### src/rtl/decoder_seq_amisha.sv
// decoder_seq_amisha
// N-to-2^N one-hot decoder with enable and a registered output, plus a small
// sequencer. It supports direct decode, auto-scan up or down with a
// programmable dwell, and a timed one-shot. The outputs depend only on
// registered state, so there is no combinational path from the inputs to y.
module decoder_seq_amisha #(
    parameter int N_AMISHA       = 2,
    parameter int DWELL_W_AMISHA = 4
) (
    input  logic                      clk_amisha,
    input  logic                      rst_n_amisha,
    input  logic                      en_amisha,
    input  logic                      load_amisha,
    input  logic [1:0]                mode_amisha,
    input  logic [N_AMISHA-1:0]       a_amisha,
    input  logic [DWELL_W_AMISHA-1:0] dwell_amisha,
    output logic [2**N_AMISHA-1:0]    y_amisha,
    output logic [N_AMISHA-1:0]       idx_amisha,
    output logic                      busy_amisha,
    output logic                      wrap_amisha
);

    localparam int OUT_W = 2**N_AMISHA;
    localparam logic [N_AMISHA-1:0] IDX_MAX  = '1;
    localparam logic [N_AMISHA-1:0] IDX_ZERO = '0;

    localparam logic [1:0] MODE_DIRECT    = 2'b00;
    localparam logic [1:0] MODE_SCAN_UP   = 2'b01;
    localparam logic [1:0] MODE_SCAN_DOWN = 2'b10;
    localparam logic [1:0] MODE_ONESHOT   = 2'b11;

    typedef enum logic [1:0] {
        ST_IDLE   = 2'd0,
        ST_DIRECT = 2'd1,
        ST_SCAN   = 2'd2,
        ST_PULSE  = 2'd3
    } state_t;

    state_t                    state_reg,   state_next;
    logic [N_AMISHA-1:0]       idx_reg,     idx_next;
    logic [DWELL_W_AMISHA-1:0] cnt_reg,     cnt_next;
    logic [DWELL_W_AMISHA-1:0] dwell_q_reg, dwell_q_next;
    logic                      dir_q_reg,   dir_q_next;   // 0 = up, 1 = down
    logic                      wrap_reg,    wrap_next;

    // One-hot decode of the current index. It is gated by state further below.
    logic [OUT_W-1:0] onehot;

    // Dwell expiry shared by the SCAN and PULSE states.
    logic dwell_done;
    assign dwell_done = (cnt_reg == dwell_q_reg);

    // Next index of a scan step. Wrapping is modulo 2**N because the width is fixed.
    logic [N_AMISHA-1:0] idx_step;
    logic                step_wraps;
    assign idx_step   = dir_q_reg ? (idx_reg - 1'b1) : (idx_reg + 1'b1);
    assign step_wraps = dir_q_reg ? (idx_reg == IDX_ZERO) : (idx_reg == IDX_MAX);

    genvar gi;
    generate
        for (gi = 0; gi < OUT_W; gi++) begin : g_decode
            localparam logic [N_AMISHA-1:0] GI_IDX = N_AMISHA'(gi);
            assign onehot[gi] = (idx_reg == GI_IDX);
        end
    endgenerate

    // State and datapath registers. Reset aborts any operation immediately.
    always_ff @(posedge clk_amisha or negedge rst_n_amisha) begin
        if (!rst_n_amisha) begin
            state_reg   <= ST_IDLE;
            idx_reg     <= '0;
            cnt_reg     <= '0;
            dwell_q_reg <= '0;
            dir_q_reg   <= 1'b0;
            wrap_reg    <= 1'b0;
        end else begin
            state_reg   <= state_next;
            idx_reg     <= idx_next;
            cnt_reg     <= cnt_next;
            dwell_q_reg <= dwell_q_next;
            dir_q_reg   <= dir_q_next;
            wrap_reg    <= wrap_next;
        end
    end

    // Next-state and datapath update. Priority is en=0, then load=1, then the state action.
    always_comb begin
        state_next   = state_reg;
        idx_next     = idx_reg;
        cnt_next     = cnt_reg;
        dwell_q_next = dwell_q_reg;
        dir_q_next   = dir_q_reg;
        wrap_next    = 1'b0;

        if (!en_amisha) begin
            // Disabled: drop to IDLE. The index and count hold so idx stays observable.
            state_next = ST_IDLE;
        end else if (load_amisha) begin
            // Start or restart from any state, including while busy.
            cnt_next = '0;
            idx_next = a_amisha;
            case (mode_amisha)
                MODE_DIRECT: begin
                    state_next = ST_DIRECT;
                end
                MODE_SCAN_UP, MODE_SCAN_DOWN: begin
                    state_next   = ST_SCAN;
                    dwell_q_next = dwell_amisha;
                    dir_q_next   = mode_amisha[1];
                end
                MODE_ONESHOT: begin
                    state_next   = ST_PULSE;
                    dwell_q_next = dwell_amisha;
                end
                default: begin
                    state_next = ST_IDLE;
                end
            endcase
        end else begin
            case (state_reg)
                ST_IDLE: begin
                    state_next = ST_IDLE;
                end
                ST_DIRECT: begin
                    // The address is tracked every edge, so y follows a one cycle later.
                    idx_next = a_amisha;
                end
                ST_SCAN: begin
                    if (dwell_done) begin
                        cnt_next  = '0;
                        idx_next  = idx_step;
                        wrap_next = step_wraps;
                    end else begin
                        cnt_next = cnt_reg + 1'b1;
                    end
                end
                ST_PULSE: begin
                    if (dwell_done) begin
                        state_next = ST_IDLE;
                        cnt_next   = '0;
                    end else begin
                        cnt_next = cnt_reg + 1'b1;
                    end
                end
                default: begin
                    state_next = ST_IDLE;
                end
            endcase
        end
    end

    // Outputs, decoded purely from registered state.
    always_comb begin
        y_amisha    = (state_reg != ST_IDLE) ? onehot : '0;
        idx_amisha  = idx_reg;
        busy_amisha = (state_reg == ST_SCAN) || (state_reg == ST_PULSE);
        wrap_amisha = wrap_reg;
    end

endmodule

### config.mk
export PLATFORM = sky130hd
export DESIGN_NAME = decoder_seq_amisha
export DESIGN_NICKNAME = d
export VERILOG_FILES = /design/src/rtl/decoder_seq_amisha.sv
export SDC_FILE = /design/constraint.sdc
export NUM_CORES = 1
export LEC_CHECK = 0
export ABC_AREA = 1
export CAP_MARGIN = 5
export CORE_MARGIN = 10
export CORE_UTILIZATION = 44
export CTS_CLUSTER_DIAMETER = 30
export DETAILED_ROUTE_END_ITERATION = 8
export MAX_ROUTING_LAYER = met4
export PLACE_DENSITY = 0.73
export SYNTH_ARGS = -nofsm -noshare
export SYNTH_HDL_FRONTEND = slang
export SYNTH_SLANG_ARGS = --single-unit
### constraint.sdc
create_clock -name clk_amisha -period 1.4 [get_ports clk_amisha]
set_clock_uncertainty 0.05 [all_clocks]
set_input_delay 0.28 -clock clk_amisha [delete_from_list [all_inputs] [get_ports clk_amisha]]
set_output_delay 0.28 -clock clk_amisha [all_outputs]
set_load 0.01 [all_outputs]
==> impl_metrics.env, run 1 <==
export IMPL_rsz0062_at_grt="true"
export IMPL_cts_sinks=14
export IMPL_grt_pass1_vias=981
export IMPL_grt_pass1_wl_microns=4550
export IMPL_worstPathCellList="buf_6, inv_4, buf_6, ha_4, nor2_1, buf_2"
export IMPL_synth_seq_cells=14
export IMPL_period_needed_ns=1.73
export IMPL_power_density_mw_per_mm2=871
export IMPL_synth_mux_area_share_pct=0
export IMPL_htreeDepth=1
export IMPL_wl_microns=3070
export IMPL_yosys_area_share_simple_pct=29.1
export IMPL_die_x_microns=66.2
export IMPL_period_share_pct=123
export IMPL_final_area_sq_mm=0.00155
export IMPL_hold_class="input pin to asynchronous set/reset pin"
export IMPL_yosys_warnings=0
export IMPL_ys_types=19
export IMPL_fp_row_count=16
export IMPL_start_util_pct=47.0
export IMPL_crit_path_max_fanout=4
export IMPL_slew_headroom_pct=86.6
export IMPL_root_buffer="clkbuf_4"
export IMPL_antenna_found_initial=0
export IMPL_num_nets_final=198
export IMPL_syn2layout_area_growth_pct=64.6
export IMPL_wl_per_cell_microns=15.2
export IMPL_critPathBufInv=4
export IMPL_viasPerCell=4.91
export IMPL_die_y_microns=66.2
export IMPL_cts_buffer_depth=2
export IMPL_finalNonFillerCells=202
export IMPL_synth_fa_ha_area_share_pct=13.3
export IMPL_synth_compound_area_share_pct=8.51
export IMPL_avgSynthCellArea_sq_um=7.47
export IMPL_synth_xor_area_share_pct=1.86
export IMPL_drc=0
export IMPL_crit_slowest_cell="dfrtp_1"
export IMPL_slew_viol_final=0
export IMPL_cts_tree="done"
export IMPL_postRouteAntennaNets=0
export IMPL_vdd_drop_max_mv=0.870
export IMPL_gp_congestion=0.852
export IMPL_io_pins=20
export IMPL_setup_viol=12
export IMPL_syn_inst=126
export IMPL_ys_seq_area_share_pct=37.2
export IMPL_worst_pin_slew_ns=0.202
export IMPL_place_hpwl_microns=1800
export IMPL_fmax_ghz=0.579
export IMPL_endpoint_kind="output pin"
export IMPL_post_place_cells=183
export IMPL_grt_overflow=0
export IMPL_violations="setup timing"
export IMPL_max_stage_delay_ns=0.39
export IMPL_syn_cell_area_sq_um=941
export IMPL_timing_hold_violations_final=0
export IMPL_clk_insertion_delay_late_ns=0.29
export IMPL_crit_path_start_kind="flip-flop"
export IMPL_die_area_sq_mm=0.00439
export IMPL_setup_slack_ns=-0.328
export IMPL_crit_required_ns=1.07
export IMPL_status="complete, but fails checks"
export IMPL_core_sq_mm=0.00200
export IMPL_first_pass_iters=4
export IMPL_numCtsBuffers=3
export IMPL_drtIter0Drc=70
export IMPL_path_clk_slew_ns=0.09
export IMPL_place_area_sq_mm=0.00125
export IMPL_grt_usage_pct=13.8
export IMPL_synth_nets=148
export IMPL_numPortBuffers=19
export IMPL_max_cap_violations=0
export IMPL_synth_top_family_by_area="simple AND/OR/NAND/NOR gates"
export IMPL_crit_path_frequent_cell="buf_6"
export IMPL_drive_gt1_share_pct=45.7
export IMPL_arrival_ns=1.40
export IMPL_grt_max_degree=15
export IMPL_worstSetupPathType="flip-flop to output pin"
export IMPL_critPathTopFamily="buffers and inverters"
export IMPL_cellLeakagePower_nw=0.783
export IMPL_antennaDiodeCount=0
export IMPL_dr_total_vias=991
[worst reg2reg max path, delay by kind of cell (launching register included)]
kind	cells	cell delay, ns
AOI/OAI and AO/OA	2	0.13
buffers and inverters	3	0.34
DFF	1	0.41
and+or+nand+nor	3	0.37
adders and majority gates	1	0.15
[layout make-up]
class	instances	area, sq um
inverter	22	87.6
timing repair buffer	46	404
tap	27	33.8
sequential	14	352
clock buffer	4	36.3
fill	140	453
multi-input combinational	89	636
[timing repair]
action,CTS,global route
pin swaps,9,14
setup buffers,13,6
gates cloned,0,0
gates resized for setup,67,18
hold buffers,0,0
endpoints found under the setup margin,16,16
[where the power goes]
group	switching, mW	internal, mW	total, mW
Clock	0.136	0.158	0.294
Combinational	0.272	0.282	0.554
Sequential	0.0501	0.451	0.501
Total	0.458	0.892	1.35
[through the flow]
stage	hold WS [ns]	power [mW]	TNS, ns	utilization (%)	setup slack [ns]
2_1_floorplan	-0.0656	0.695	0	-	0.00611
3_3_place_gp	0.445	0.860	-3.44	62.3	-0.308
3_5_place_dp	0.453	0.877	-4.18	62.3	-0.410
4_1_cts	0.234	1.29	-2.17	74.1	-0.296
5_1_grt	0.232	1.44	-2.59	77.4	-0.356
6_report	0.240	1.35	-1.87	77.4	-0.328
[synth_stat cells, drive strengths merged]
cell type / count / area share, %
nand2: 42 / 17
inv: 22 / 8.8
dfrtp: 14 / 37
nor2: 11 / 5.7
ha: 10 / 13
a21oi: 8 / 5.9
nand3: 6 / 3.2
o21ai: 5 / 2.7
or2: 3 / 2.0
buf: 1 / 1.2
nand4: 1 / 0.67
nor3: 1 / 0.53
xnor2: 1 / 0.93
xor2: 1 / 0.93
[routing by layer]
| layer | GRT usage (%) | share of wire [%] | up-vias |
|---|---|---|---|
| li1 | - | - | 486 |
| met1 | 14.4 | 41 | 475 |
| met2 | 24.9 | 54 | 26 |
| met3 | 3.39 | 3.7 | 4 |
| met4 | 3.93 | 0.98 | 0 |
| met5 | - | 0 | - |
[final timing paths]
check                                  start       endpoint  slack, ns  cells after the start
max in group asynchronous       rst_n_amisha  idx_amisha[0]       0.87                      2
worst min register to register    cnt_reg[3]     cnt_reg[3]       0.47                      2
worst min-delay path            rst_n_amisha     cnt_reg[0]       0.24                      2
min in group clk_amisha           cnt_reg[3]     cnt_reg[3]       0.47                      2
worst max-delay path            state_reg[0]    y_amisha[3]      -0.33                      6
worst max register to register  state_reg[0]     cnt_reg[2]      -0.14                      9
[cells by family after synthesis]
group,after synthesis
fa+ha+maj,10
xor+xnor,2
simple gates,64
compound gates,13
flops,14
buf+inv,23
[cell usage in the layout, fill, tap and decap left out, drive strengths merged]
cell,instances
clkbuf,4
inv,22
dlygate4sd2,1
buf,34
xor2,1
nand3,6
nand2,42
dfrtp,14
nor2,11
nand4,1
or2,3
clkdlybuf4s50,11
ha,10
a21oi,8
o21ai,5
nor3,1
xnor2,1
Power figures use the tool's default switching activity.
==> run 2: changes to the inputs <==
--- a/config.mk
+++ b/config.mk
@@ -8,11 +8,11 @@
 export ABC_AREA = 1
 export CAP_MARGIN = 5
 export CORE_MARGIN = 10
-export CORE_UTILIZATION = 44
+export CORE_UTILIZATION = 49
 export CTS_CLUSTER_DIAMETER = 30
 export DETAILED_ROUTE_END_ITERATION = 8
 export MAX_ROUTING_LAYER = met4
-export PLACE_DENSITY = 0.73
+export PLACE_DENSITY = 0.77
 export SYNTH_ARGS = -nofsm -noshare
 export SYNTH_HDL_FRONTEND = slang
 export SYNTH_SLANG_ARGS = --single-unit
==> constraint.sdc (replaced) <==
create_clock -name clk_amisha -period 1.9 [get_ports clk_amisha]
set_clock_uncertainty 0.05 [all_clocks]
set_input_delay 0.38 -clock clk_amisha [delete_from_list [all_inputs] [get_ports clk_amisha]]
set_output_delay 0.38 -clock clk_amisha [all_outputs]
set_load 0.01 [all_outputs]
==> run 2 against run 1 <==
Net effect: the flow now finishes without violations; count of clock-buffer cells in the layout is the same; total power shrank 38%; critical path depth shrank 2; combinational power shrank 54%; register-to-register slack gained 0.36 ns; worst setup slack gained 0.37 ns; critical path type unchanged; largest power group is now sequential cells.
==> impl_metrics.env, run 2 (synthesized netlist as in run 1, its figures left out) <==
export IMPL_status="completed"
export IMPL_start_util_pct=52.8
export IMPL_crit_slowest_cell="dfrtp_1"
export IMPL_grt_usage_pct=11.8
export IMPL_postRouteAntennaNets=0
export IMPL_clk_insertion_delay_late_ns=0.29
export IMPL_arrival_ns=1.43
export IMPL_critPathTopFamily="flip-flops"
export IMPL_internal_power_mw=0.570
export IMPL_cts_hold_buffers=0
export IMPL_drive_gt1_share_pct=19.1
export IMPL_wl_microns=2170
export IMPL_slew_headroom_pct=66.3
export IMPL_power_frac_clock_pct=26.6
export IMPL_grt_max_degree=15
export IMPL_cts_buffer_depth=2
export IMPL_root_buffer="clkbuf_4"
export IMPL_vdd_drop_max_mv=0.523
export IMPL_worst_pin_slew_ns=0.506
export IMPL_power_frac_comb_pct=30.1
export IMPL_drtIter0Drc=38
export IMPL_die_x_microns=63.8
export IMPL_dr_total_vias=884
export IMPL_hold_slack_ns=0.347
export IMPL_setup_viol=0
export IMPL_cts_tree="done"
export IMPL_crit_required_ns=1.47
export IMPL_period_needed_ns=1.86
export IMPL_seqCellArea_sq_um=352
export IMPL_fp_row_count=15
export IMPL_crit_path_start_kind="flip-flop"
export IMPL_viasPerCell=4.86
export IMPL_max_stage_delay_ns=0.40
export IMPL_numCtsBuffers=3
export IMPL_gp_congestion=0.837
export IMPL_timing_hold_violations_final=0
export IMPL_final_area_sq_mm=0.00125
export IMPL_worstSetupPathType="flip-flop to output pin"
export IMPL_final_common_cell="nand2_1"
export IMPL_antenna_found_initial=0
export IMPL_syn2layout_area_growth_pct=32.8
export IMPL_io_pins=20
export IMPL_die_y_microns=63.8
export IMPL_crit_path_max_fanout=3
export IMPL_nFillCells=159
export IMPL_endpoint_kind="output pin"
export IMPL_grt_pass1_wl_microns=3840
export IMPL_max_cap_violations=0
export IMPL_p_seq_share_pct=43.3
export IMPL_num_nets_final=180
export IMPL_path_clk_slew_ns=0.09
export IMPL_htreeDepth=1
export IMPL_period_share_pct=97.9
export IMPL_p_switching_mw=0.272
export IMPL_switching_share_pct=32.3
export IMPL_place_area_sq_mm=0.00118
export IMPL_drc=0
export IMPL_numPortBuffers=19
export IMPL_fmax_ghz=0.537
export IMPL_antennaDiodeCount=0
export IMPL_power_density_mw_per_mm2=674
export IMPL_place_hpwl_microns=1680
export IMPL_multiInputGateArea_sq_um=499
export IMPL_die_area_sq_mm=0.00407
export IMPL_cts_sinks=14
export IMPL_hold_class="input pin to asynchronous set/reset pin"
export IMPL_worstPathCellList="buf_4, ha_2, or2_1, buf_2"
export IMPL_cellLeakagePower_nw=0.668
export IMPL_core_sq_mm=0.00178
export IMPL_slew_viol_final=0
export IMPL_critPathBufInv=2
export IMPL_wl_per_cell_microns=11.9
export IMPL_grt_overflow=0
export IMPL_first_pass_iters=4
export IMPL_layout_common_cells="41 x nand2_1, 19 x inv_1, 14 x clkdlybuf4s50_1"
export IMPL_grt_pass1_vias=911
[run 2: cell count changes in the layout (fill, tap and decap cells not counted), moves of 4 or more]
cell | before | now
ha_1 | 3 | 9
buf_4 | 16 | 9
inv_2 | 7 | 3
ha_4 | 7 | 0
nand2_1 | 35 | 41
inv_1 | 13 | 19
buf_6 | 12 | 0
nand2_2 | 5 | 1
buf_2 | 6 | 1
[run 2: worst register-to-register path: stages, from the launching register on]
cell     delay (ns)
dfrtp_1        0.40
buf_4          0.15
ha_2           0.18
or2_1          0.26
buf_4          0.14
nand2_1        0.07
nand2_1        0.11
inv_2          0.09
a21oi_1        0.04
a21oi_1        0.11
[run 2: metal layers]
metal  global-route usage [%]  vias to the layer above  share of wire, %
li1                         -                      448                 -
met1                     13.0                      398                43
met2                     19.2                       29                50
met3                     4.36                        9               4.9
met4                     4.37                        0               2.4
met5                        -                        -                 0
[run 2: layout make-up]
class                      instances  share of cell area, %
clock buffer                       4                   2.90
inverter                          22                   6.61
multi-input combinational         89                   39.9
sequential                        14                   28.1
tap                               25                   2.50
timing repair buffer              28                   19.9
[run 2: stage by stage]
step | instances | total power [mW] | utilization [%] | setup TNS [ns] | setup slack (ns)
detailed placement | 173 | 0.617 | 66.2 | -0.0106 | -0.0106
global placement | 173 | 0.606 | 66.2 | 0 | 0.0511
finish | 182 | 0.842 | 70.1 | 0 | 0.0392
CTS | 181 | 0.845 | 69.4 | 0 | 0.0432
global route | 182 | 0.910 | 70.1 | -0.0143 | -0.0143
floorplan | 126 | 0.511 | - | 0 | 0.470
[run 2: repair_timing]
item / CTS / global route
pin swaps: 0 / 1
endpoints found under the hold margin: 0 / 0
buffers inserted: 4 / 1
gates resized for setup: 8 / 3
setup endpoints to repair: 5 / 3
[run 2: power groups by stage]
stage	clock network, mW	logic, mW	registers, mW
after floorplan	0	0.143	0.368
after global placement	0	0.235	0.372
after detailed placement	0	0.242	0.375
after CTS	0.229	0.253	0.364
after global routing	0.247	0.292	0.372
final	0.224	0.253	0.364
[run 2: final timing paths]
| kind | from | slack [ns] | to | cells after the start |
|---|---|---|---|---|
| setup reg to reg | state_reg[0] | 0.22 | cnt_reg[2] | 9 |
| setup / recovery | state_reg[0] | 0.04 | busy_amisha | 4 |
| hold reg to reg | cnt_reg[3] | 0.47 | cnt_reg[3] | 2 |
| hold / removal | rst_n_amisha | 0.35 | cnt_reg[3] | 2 |
| min in group clk_amisha | cnt_reg[3] | 0.47 | cnt_reg[3] | 2 |
| max in group asynchronous | rst_n_amisha | 1.26 | idx_amisha[0] | 2 |
==> run 3: changes to the inputs <==
--- a/config.mk
+++ b/config.mk
@@ -6,7 +6,8 @@
 export NUM_CORES = 1
 export LEC_CHECK = 0
 export ABC_AREA = 1
-export CAP_MARGIN = 5
+export CAP_MARGIN = 20
+export CORE_ASPECT_RATIO = 1.4
 export CORE_MARGIN = 10
 export CORE_UTILIZATION = 49
 export CTS_CLUSTER_DIAMETER = 30
==> run 3 against run 2 <==
Net effect: combinational power about the same; wire length decreased by 2.3%; maximum frequency increased by 1.7%; largest cell class unchanged; largest power group unchanged.
==> impl_metrics.env, run 3 (synthesized netlist as in run 1, its figures left out) <==
export IMPL_period_share_pct=96.3
export IMPL_root_buffer="clkbuf_4"
export IMPL_grt_usage_pct=11.5
export IMPL_start_util_pct=52.2
export IMPL_antenna_found_initial=0
export IMPL_arrival_ns=1.40
export IMPL_internal_power_mw=0.529
export IMPL_power_frac_comb_pct=32.2
export IMPL_gp_congestion=0.822
export IMPL_finalPower_mw=0.788
export IMPL_timing_hold_violations_final=0
export IMPL_syn2layout_area_growth_pct=30.3
export IMPL_worst_pin_slew_ns=0.473
export IMPL_cellLeakagePower_nw=0.664
export IMPL_postRouteAntennaNets=0
export IMPL_final_common_cell="nand2_1"
export IMPL_status="completed"
export IMPL_cts_sinks=14
export IMPL_die_area_sq_mm=0.00410
export IMPL_setup_slack_ns=0.0695
export IMPL_htreeDepth=1
export IMPL_wl_per_cell_microns=12.1
export IMPL_layout_common_cells="41 x nand2_1, 19 x inv_1, 14 x dfrtp_1, 14 x clkdlybuf4s50_1, 10 x ha_1"
export IMPL_grt_max_degree=15
export IMPL_p_switching_mw=0.259
export IMPL_slew_headroom_pct=68.4
export IMPL_place_worst_setup_slack_ns=0.0423
export IMPL_grt_pass1_wl_microns=3750
export IMPL_dr_total_vias=858
export IMPL_endpoint_kind="output pin"
export IMPL_die_x_microns=57.0
export IMPL_cts_tree="done"
export IMPL_clk_insertion_delay_late_ns=0.29
export IMPL_grt_overflow=0
export IMPL_crit_required_ns=1.47
export IMPL_numCtsBuffers=3
export IMPL_rsz0062_at_grt="false"
export IMPL_grt_pass1_vias=917
export IMPL_cts_buffer_depth=2
export IMPL_hold_slack_ns=0.347
export IMPL_die_y_microns=71.9
export IMPL_vdd_drop_max_mv=0.522
export IMPL_core_sq_mm=0.00180
export IMPL_drc=0
export IMPL_drive_gt1_share_pct=17.3
export IMPL_power_frac_clock_pct=21.6
export IMPL_place_area_sq_mm=0.00117
export IMPL_drtIter0Drc=9
export IMPL_fmax_ghz=0.546
export IMPL_switching_share_pct=32.8
export IMPL_fp_row_count=18
export IMPL_final_area_sq_mm=0.00123
export IMPL_setup_viol=0
export IMPL_viasPerCell=4.88
export IMPL_num_nets_final=180
export IMPL_path_clk_slew_ns=0.08
export IMPL_fin_tns_setup_ns=0
export IMPL_hold_class="input pin to asynchronous set/reset pin"
export IMPL_place_hpwl_microns=1700
export IMPL_crit_path_start_kind="flip-flop"
export IMPL_p_seq_share_pct=46.2
export IMPL_numPortBuffers=19
export IMPL_io_pins=20
export IMPL_period_needed_ns=1.83
export IMPL_antennaDiodeCount=0
export IMPL_max_cap_violations=0
export IMPL_wl_microns=2120
export IMPL_worstSetupPathType="flip-flop to output pin"
export IMPL_crit_path_max_fanout=3
export IMPL_first_pass_iters=2
export IMPL_power_density_mw_per_mm2=642
export IMPL_slew_viol_final=0
run 3: changes by cell type in the layout (fill, tap and decap cells not counted):
cell,previous run,this run
clkbuf_8,1,0
ha_1,9,10
dfrtp_2,1,0
dfrtp_1,13,14
ha_2,1,0
run 3: path summary, 6_finish.rpt:
kind	startpoint	to	slack (ns)	cells past startpoint
max	state_reg[1]	busy_amisha	0.07	4
min	rst_n_amisha	idx_amisha[1]	0.35	2
max reg2reg	state_reg[1]	cnt_reg[2]	0.37	8
min reg2reg	cnt_reg[3]	cnt_reg[3]	0.48	2
max in group asynchronous	rst_n_amisha	state_reg[0]	1.28	2
min in group clk_amisha	cnt_reg[3]	cnt_reg[3]	0.48	2
run 3: power by group through the flow:
stage	clock, mW	combinational (mW)	sequential, mW
2_1_floorplan	0	0.143	0.368
3_3_place_gp	0	0.232	0.372
3_5_place_dp	0	0.241	0.375
4_1_cts	0.172	0.254	0.365
5_1_grt	0.190	0.291	0.369
6_report	0.170	0.254	0.363
run 3: per-layer routing:
metal / global-route usage (%) / vias up / wire length, microns
met1: 10.3 / 387 / 763
met5: - / - / 0
met3: 4.06 / 5 / 156
met4: 6.02 / 0 / 50
li1: - / 449 / -
met2: 20.4 / 17 / 1150
run 3: timing repair:
action | CTS | global route
hold buffers | 0 | 0
setup buffers | 4 | 1
setup endpoints to repair | 5 | 4
gates resized for setup | 8 | 1
gates cloned | 0 | 0
run 3: critical path, cell delays in order, from the launching register on:
cell and delay, ns:
dfrtp_1 0.38, buf_4 0.14, ha_1 0.18, or2_1 0.25
buf_2 0.15
run 3: final cells by class:
type	count	area [sq um]
well taps	20	25.0
fillers	158	576
repair buffers	28	249
flip-flops and latches	14	350
multi-input cells	89	497
clock buffers	3	22.5
inverters	22	82.6
run 3: metrics by stage:
step	std cells	util (%)
finish	176	68.1
global route	176	68.1
CTS	175	67.6
detailed placement	168	65.2
global placement	168	65.2
floorplan	126	-
